[src/rtl/mem_arbiter_if.sv]
// Signal bundle tying the fetch port, the data port and the unified memory to mem_arbiter.
// The arbiter takes the slave view; the pipeline/memory environment takes the master view.
interface mem_arbiter_if #(
   parameter int ADDR_W = 32,
   parameter int DATA_W = 32
);
   logic                  if_req;
   logic [ADDR_W-1:0]     if_addr;
   logic [DATA_W-1:0]     if_rdata;
   logic                  if_valid;
   logic                  d_req;
   logic                  d_we;
   logic [DATA_W/8-1:0]   d_be;
   logic [ADDR_W-1:0]     d_addr;
   logic [DATA_W-1:0]     d_wdata;
   logic [DATA_W-1:0]     d_rdata;
   logic                  d_valid;
   logic                  stall_if;
   logic                  stall_mem;
   logic                  mem_req;
   logic                  mem_we;
   logic [DATA_W/8-1:0]   mem_be;
   logic [ADDR_W-1:0]     mem_addr;
   logic [DATA_W-1:0]     mem_wdata;
   logic [DATA_W-1:0]     mem_rdata;
   logic                  mem_ready;
   logic                  err;

   modport slave (
      input  if_req, if_addr, d_req, d_we, d_be, d_addr, d_wdata, mem_rdata, mem_ready,
      output if_rdata, if_valid, d_rdata, d_valid, stall_if, stall_mem,
             mem_req, mem_we, mem_be, mem_addr, mem_wdata, err
   );

   modport master (
      output if_req, if_addr, d_req, d_we, d_be, d_addr, d_wdata, mem_rdata, mem_ready,
      input  if_rdata, if_valid, d_rdata, d_valid, stall_if, stall_mem,
             mem_req, mem_we, mem_be, mem_addr, mem_wdata, err
   );
endinterface

[src/rtl/mem_arbiter.sv]
// Single-port memory arbiter for the pipelined MIPS core: serialises fetch and data accesses
// onto one unified memory, with a starvation limit for fetches and a per-access timeout.
module mem_arbiter #(
   parameter int ADDR_W    = 32,
   parameter int DATA_W    = 32,
   parameter int MAX_D_RUN = 4,
   parameter int TIMEOUT   = 255
) (
   input  logic         clk,
   input  logic         reset,
   mem_arbiter_if.slave bus
);
   localparam int BE_W = DATA_W / 8;
   localparam int RUN_W = $clog2(MAX_D_RUN + 1);
   localparam logic [RUN_W-1:0] RUN_MAX = RUN_W'(MAX_D_RUN);
   localparam logic [7:0] WAIT_MAX = 8'(TIMEOUT);

   typedef enum logic [1:0] {
      IDLE   = 2'd0,
      BUSY_I = 2'd1,
      BUSY_D = 2'd2
   } state_t;

   state_t            state_r;
   logic [RUN_W-1:0]  run_cnt_r;
   logic [7:0]        wait_cnt_r;
   logic              mem_req_r;
   logic              mem_we_r;
   logic [BE_W-1:0]   mem_be_r;
   logic [ADDR_W-1:0] mem_addr_r;
   logic [DATA_W-1:0] mem_wdata_r;
   logic [DATA_W-1:0] if_rdata_r;
   logic [DATA_W-1:0] d_rdata_r;
   logic              if_valid_r;
   logic              d_valid_r;
   logic              err_r;
   logic              if_elig_s;
   logic              d_elig_s;
   logic              grant_i_s;
   logic              grant_d_s;

   // Grant selection: data first unless fetch has sat through MAX_D_RUN data grants
   always_comb begin
      if_elig_s = bus.if_req & ~if_valid_r;
      d_elig_s  = bus.d_req & ~d_valid_r;
      if (d_elig_s && !(if_elig_s && (run_cnt_r == RUN_MAX))) begin
         grant_d_s = 1'b1;
         grant_i_s = 1'b0;
      end else if (if_elig_s) begin
         grant_d_s = 1'b0;
         grant_i_s = 1'b1;
      end else begin
         grant_d_s = 1'b0;
         grant_i_s = 1'b0;
      end
   end

   // Access sequencer: issue the grant, wait for mem_ready or timeout, return data
   always_ff @(posedge clk or posedge reset) begin
      if (reset) begin
         state_r     <= IDLE;
         run_cnt_r   <= {RUN_W{1'b0}};
         wait_cnt_r  <= 8'd0;
         mem_req_r   <= 1'b0;
         mem_we_r    <= 1'b0;
         mem_be_r    <= {BE_W{1'b0}};
         mem_addr_r  <= {ADDR_W{1'b0}};
         mem_wdata_r <= {DATA_W{1'b0}};
         if_rdata_r  <= {DATA_W{1'b0}};
         d_rdata_r   <= {DATA_W{1'b0}};
         if_valid_r  <= 1'b0;
         d_valid_r   <= 1'b0;
         err_r       <= 1'b0;
      end else begin
         if_valid_r <= 1'b0;
         d_valid_r  <= 1'b0;
         case (state_r)
            IDLE: begin
               wait_cnt_r <= 8'd0;
               if (grant_d_s) begin
                  state_r     <= BUSY_D;
                  mem_req_r   <= 1'b1;
                  mem_we_r    <= bus.d_we;
                  mem_be_r    <= bus.d_be;
                  mem_addr_r  <= bus.d_addr;
                  mem_wdata_r <= bus.d_wdata;
                  if (!bus.if_req) begin
                     run_cnt_r <= {RUN_W{1'b0}};
                  end else if (run_cnt_r != RUN_MAX) begin
                     run_cnt_r <= run_cnt_r + RUN_W'(1);
                  end else begin
                     run_cnt_r <= run_cnt_r;
                  end
               end else if (grant_i_s) begin
                  state_r     <= BUSY_I;
                  mem_req_r   <= 1'b1;
                  mem_we_r    <= 1'b0;
                  mem_be_r    <= {BE_W{1'b1}};
                  mem_addr_r  <= bus.if_addr;
                  mem_wdata_r <= {DATA_W{1'b0}};
                  run_cnt_r   <= {RUN_W{1'b0}};
               end else begin
                  state_r <= IDLE;
               end
            end
            BUSY_I, BUSY_D: begin
               // A ready on the expiry edge wins over the timeout
               if (bus.mem_ready) begin
                  state_r    <= IDLE;
                  mem_req_r  <= 1'b0;
                  wait_cnt_r <= 8'd0;
                  if (state_r == BUSY_I) begin
                     if_valid_r <= 1'b1;
                     if_rdata_r <= bus.mem_rdata;
                  end else begin
                     d_valid_r <= 1'b1;
                     if (!mem_we_r) begin
                        d_rdata_r <= bus.mem_rdata;
                     end else begin
                        d_rdata_r <= d_rdata_r;
                     end
                  end
               end else if (wait_cnt_r == WAIT_MAX) begin
                  state_r    <= IDLE;
                  mem_req_r  <= 1'b0;
                  wait_cnt_r <= 8'd0;
                  err_r      <= 1'b1;
                  if (state_r == BUSY_I) begin
                     if_valid_r <= 1'b1;
                     if_rdata_r <= {DATA_W{1'b0}};
                  end else begin
                     d_valid_r <= 1'b1;
                     d_rdata_r <= {DATA_W{1'b0}};
                  end
               end else begin
                  wait_cnt_r <= wait_cnt_r + 8'd1;
               end
            end
            default: begin
               state_r    <= IDLE;
               mem_req_r  <= 1'b0;
               wait_cnt_r <= 8'd0;
            end
         endcase
      end
   end

   assign bus.mem_req   = mem_req_r;
   assign bus.mem_we    = mem_we_r;
   assign bus.mem_be    = mem_be_r;
   assign bus.mem_addr  = mem_addr_r;
   assign bus.mem_wdata = mem_wdata_r;
   assign bus.if_rdata  = if_rdata_r;
   assign bus.if_valid  = if_valid_r;
   assign bus.d_rdata   = d_rdata_r;
   assign bus.d_valid   = d_valid_r;
   assign bus.err       = err_r;
   assign bus.stall_if  = bus.if_req & ~if_valid_r;
   assign bus.stall_mem = bus.d_req & ~d_valid_r;
endmodule

[src/flat_wrapper.sv]
// flat-port wrapper written by rule: the top's interface ports become plain ports
module mem_arbiter_flat 
#(
   parameter int ADDR_W    = 32,
   parameter int DATA_W    = 32,
   parameter int MAX_D_RUN = 4,
   parameter int TIMEOUT   = 255
)
  (clk, reset, bus_if_req, bus_if_addr, bus_d_req, bus_d_we, bus_d_be, bus_d_addr, bus_d_wdata, bus_mem_rdata, bus_mem_ready, bus_if_rdata, bus_if_valid, bus_d_rdata, bus_d_valid, bus_stall_if, bus_stall_mem, bus_mem_req, bus_mem_we, bus_mem_be, bus_mem_addr, bus_mem_wdata, bus_err);
  mem_arbiter_if #(.ADDR_W(ADDR_W), .DATA_W(DATA_W)) bus_i ();
  input  logic clk;
  input  logic reset;
  input wire logic [$bits(bus_i.if_req)-1:0] bus_if_req;
  input wire logic [$bits(bus_i.if_addr)-1:0] bus_if_addr;
  input wire logic [$bits(bus_i.d_req)-1:0] bus_d_req;
  input wire logic [$bits(bus_i.d_we)-1:0] bus_d_we;
  input wire logic [$bits(bus_i.d_be)-1:0] bus_d_be;
  input wire logic [$bits(bus_i.d_addr)-1:0] bus_d_addr;
  input wire logic [$bits(bus_i.d_wdata)-1:0] bus_d_wdata;
  input wire logic [$bits(bus_i.mem_rdata)-1:0] bus_mem_rdata;
  input wire logic [$bits(bus_i.mem_ready)-1:0] bus_mem_ready;
  output wire logic [$bits(bus_i.if_rdata)-1:0] bus_if_rdata;
  output wire logic [$bits(bus_i.if_valid)-1:0] bus_if_valid;
  output wire logic [$bits(bus_i.d_rdata)-1:0] bus_d_rdata;
  output wire logic [$bits(bus_i.d_valid)-1:0] bus_d_valid;
  output wire logic [$bits(bus_i.stall_if)-1:0] bus_stall_if;
  output wire logic [$bits(bus_i.stall_mem)-1:0] bus_stall_mem;
  output wire logic [$bits(bus_i.mem_req)-1:0] bus_mem_req;
  output wire logic [$bits(bus_i.mem_we)-1:0] bus_mem_we;
  output wire logic [$bits(bus_i.mem_be)-1:0] bus_mem_be;
  output wire logic [$bits(bus_i.mem_addr)-1:0] bus_mem_addr;
  output wire logic [$bits(bus_i.mem_wdata)-1:0] bus_mem_wdata;
  output wire logic [$bits(bus_i.err)-1:0] bus_err;
  assign bus_i.if_req = bus_if_req;
  assign bus_i.if_addr = bus_if_addr;
  assign bus_i.d_req = bus_d_req;
  assign bus_i.d_we = bus_d_we;
  assign bus_i.d_be = bus_d_be;
  assign bus_i.d_addr = bus_d_addr;
  assign bus_i.d_wdata = bus_d_wdata;
  assign bus_i.mem_rdata = bus_mem_rdata;
  assign bus_i.mem_ready = bus_mem_ready;
  assign bus_if_rdata = bus_i.if_rdata;
  assign bus_if_valid = bus_i.if_valid;
  assign bus_d_rdata = bus_i.d_rdata;
  assign bus_d_valid = bus_i.d_valid;
  assign bus_stall_if = bus_i.stall_if;
  assign bus_stall_mem = bus_i.stall_mem;
  assign bus_mem_req = bus_i.mem_req;
  assign bus_mem_we = bus_i.mem_we;
  assign bus_mem_be = bus_i.mem_be;
  assign bus_mem_addr = bus_i.mem_addr;
  assign bus_mem_wdata = bus_i.mem_wdata;
  assign bus_err = bus_i.err;
  mem_arbiter #(.ADDR_W(ADDR_W), .DATA_W(DATA_W), .MAX_D_RUN(MAX_D_RUN), .TIMEOUT(TIMEOUT)) u_core (.clk(clk), .reset(reset), .bus(bus_i));
endmodule
[config.mk]
export PLATFORM = sky130hd
export DESIGN_NAME = mem_arbiter_flat
export DESIGN_NICKNAME = d
export VERILOG_FILES = /design/src/rtl/mem_arbiter_if.sv /design/src/rtl/mem_arbiter.sv /design/src/flat_wrapper.sv
export SDC_FILE = /design/constraint.sdc
export NUM_CORES = 1
export LEC_CHECK = 0
export ABC_AREA = 1
export CAP_MARGIN = 5
export CORE_MARGIN = 2
export CORE_UTILIZATION = 47
export CTS_CLUSTER_DIAMETER = 120
export DETAILED_ROUTE_END_ITERATION = 8
export PLACE_DENSITY = 0.86
export SYNTH_ARGS = -nofsm -noshare
export SYNTH_HDL_FRONTEND = slang
export SYNTH_SLANG_ARGS = --single-unit
[constraint.sdc]
create_clock -name clk -period 8.9 [get_ports clk]
set_input_delay 2.67 -clock clk [delete_from_list [all_inputs] [get_ports clk]]
set_output_delay 2.67 -clock clk [all_outputs]
set_load 0.005 [all_outputs]
==> results.md <==
- Number of placed I/O pins: 277
- Clk sinks: 150
- Pwr Density: approximately 330 nW/um2
- Hold Crit Class: register to register
- Number of antenna violations at the first check in global routing: 0
- First-pass DRT Iterations: 5
- Cell area after layout: around 10,000 um2
- Pleak: about 5.3 nW
- First-pass GRT wire length: ~36,000 um
- Worst-Margin Slew: roughly 930 ps
- Post-Synthesis Cells: 866
- Die W: approximately 130 um
- GRT Overall Usage: between 20 and 30%
- Layout cells sized above 1: roughly 5.4%
- Max-Cap Viols: 0
- Slew Viols, Final: 0
- Largest net degree at the start of global routing: 79
- Cell family with most CP delay: buffers and inverters
- Input/output buffers: approximately 280
- CP arrival: 3980 ps
- Critical path peak fanout: 5
- Tmin final: about 6700 ps
- Final Core Density: between 70% and 80%
- Post-CTS setup buffer count: 0
- RSZ-0062 raised after global routing: no
- Synthesis Warnings: 0
- Setup Viol. Count Final: 0
- # nets final: around 1,300
- Dpl cell area: 9730 um2
- Vias: approximately 6,900
- Post-Synth XOR/XNOR Area: less than 1%
- Synth Area in Adders: 0.892%
- Die Y: roughly 130 um
- Simple-gate share of the synthesized area: 36.6%
- Remaining DRCs: 0
- Clock Tree Root: clkbuf_16
- Period Utilization, post-route: 74.7%
- Filler instances: 1,112
- Detail Placement HPWL: about 15,000 um
- Final TNS setup: 0 ps
- Startpoint types: input pin
- DR WL/cell: 17.1 um
- Post-Syn Area: around 7000 um2
- Number of synthesized register bits: 150
- Top cell by count, worst path: clkdlybuf4s50_1
- Syn Area/Cell: between 8 and 9 um2
- F_max: around 150 MHz
- Seq/Total Area, Yosys: between 50% and 60%
- Post-Syn Nets: approximately 1,000
- Synth unique cells: 26
- Initial Util: 48.2%
- Vias in the first global route: around 6,600
- Fin. Hold Viols: 0
- Critical Path Max Stage Delay: about 570 ps
- Post-CTS sizing: 0
- Area delta synth->final: 48.1%
- Max_slew headroom: between 30% and 40%
- Slowest cell on the critical path: clkdlybuf4s50_1
- Total Power: between 0.003 and 0.004 W
- Crit path required time: 6230 ps
- Antenna viol nets, final: 0
- Outcome: finished clean
- Largest family of logic cells by synthesized area: simple AND/OR/NAND/NOR gates
- Antenna cells: 0
- Worst vdd ir: roughly 170 uV
- Core footprint: ~15,000 um2
- CTS Hold Buffers Added: 0
- Final wirelength: ~22,000 um
- Vias/cell: around 5.3
- Buffers & Inverters on Critical Path: 3
- Row cnt: 44
- Clock latency of the later-clocked register in the worst-skew pair: 420 ps
- CP Class: input pin to output port
- Worst Skew: between 9 and 10 ps
- Reg clk slew, reported paths: ~60 ps
- DIE AREA: 15,900 um2
- Number of CTS-inserted buffers: 17
- Routability congestion estimate: between 0.8 and 0.9
- Max Buffers Root-to-Sink: 2
- H-tree levels: 4
- CTS tree: built
- Initial drt markers: between 700 and 800
- Crit end category: output port
- Global route overflow: 0
- Post-synthesis mux area share: 0%
- CP cell instances: clkdlybuf4s50_1 > inv_2 > nor2_4 > clkdlybuf4s50_1
- Complex-gate fraction of the synthesized area: 1.25%
[power breakdown]
group / switching [W] / internal (W) / total [W]
sequential: 0.000173 / 0.000979 / 0.00115
clock: 0.000293 / 0.000500 / 0.000793
combinational: 0.000791 / 0.000741 / 0.00153
total: 0.00126 / 0.00222 / 0.00348
[per-stage QoR]
stage,setup slack (ps),hold slack [ps],std cells
6_report,2250,468,1306
3_3_place_gp,2260,454,1274
5_1_grt,2190,486,1306
2_1_floorplan,2190,433,866
4_1_cts,2250,467,1306
3_5_place_dp,2250,457,1274
[worst reg2reg max path: cells and delay by family, from the launching register on]
kind	cells	cell delay, ps
adders and majority gates	1	220
buffers and inverters	3	660
DFF	1	380
and+or+nand+nor	5	1240
[area by class of cell]
type	count	area, um2	share of cell area, %
multi-input combinational	606	2730	26.3
clock buffer	17	425	4.10
inverter	49	189	1.82
tap	184	230	2.22
sequential	150	3750	36.2
clock inverter	15	228	2.19
timing repair buffer	285	2830	27.2
[cell usage after synthesis (all sizes together)]
master,instances,area [um2]
a21oi,9,48.8
a31o,1,8.76
buf,48,300
clkbuf,13,48.8
dfrtp,150,3750
ha,5,62.6
inv,49,184
nand2,388,1480
nand3,104,546
nand4,66,413
nor2,24,110
nor3,1,5.00
nor3b,1,7.51
o21ai,6,30.0
xor2,1,8.76
[kinds of logic after synthesis]
logic type               Yosys count
flip-flops                       150
XOR/XNOR                           1
AO/OA/AOI/OAI                     16
adder cells (fa/ha/maj)            5
buffers and inverters            110
AND/OR/NAND/NOR                  584
[worst paths after layout]
kind,cells past startpoint,to,slack [ps],startpoint
max,4,bus_stall_if,2250,bus_if_req
min,1,u_core.wait_cnt_r[0]$_DFF_PP0_,470,u_core.wait_cnt_r[0]$_DFF_PP0_
max reg2reg,9,u_core.run_cnt_r[2]$_DFFE_PP0P_,6290,u_core.state_r[0]$_DFFE_PP0P_
min reg2reg,1,u_core.wait_cnt_r[0]$_DFF_PP0_,470,u_core.wait_cnt_r[0]$_DFF_PP0_
max in group asynchronous,3,u_core.bus.d_rdata[22]$_DFFE_PP0P_,4710,reset
min in group asynchronous,2,u_core.bus.mem_wdata[13]$_DFFE_PP0P_,2750,reset
[layer usage]
layer / vias to the layer above / part of all wire (%) / global-route usage (%)
met3: 45 / 9.3 / 8.50
met2: 317 / 48 / 45.8
li1: 3271 / - / -
met1: 3254 / 40 / 35.6
met5: - / 0 / 0
met4: 0 / 3.1 / 11.2
[cells in the final DEF, fill, tap and decap left out]
cell / instances
a21oi_2: 1
inv_1: 46
o21ai_1: 2
xor2_1: 1
nand4_1: 66
inv_2: 2
nor2_2: 2
bufinv_16: 5
nand2_2: 4
ha_2: 1
o21ai_0: 4
buf_4: 9
nand3_4: 2
nand2_1: 381
dfrtp_1: 150
clkdlybuf4s50_1: 275
a21oi_1: 8
nand2_4: 3
buf_2: 1
clkinvlp_4: 2
nor3_1: 1
a31o_2: 1
ha_1: 4
clkbuf_16: 17
inv_6: 3
clkinv_4: 4
nand3_1: 102
nor2_1: 20
nor3b_1: 1
clkinv_2: 2
nor2_4: 2
[registers in the layout, indices dropped and copies added, names as in the netlist, 2 cells and up]
signal and cells:
u_core.bus.mem_be 4, u_core.bus.if_rdata 32, u_core.bus.mem_wdata 32, u_core.state_r 2
u_core.bus.mem_addr 32, u_core.bus.d_rdata 32, u_core.wait_cnt_r 8, u_core.run_cnt_r 3
Note: power is estimated with default switching activity, not from simulation.
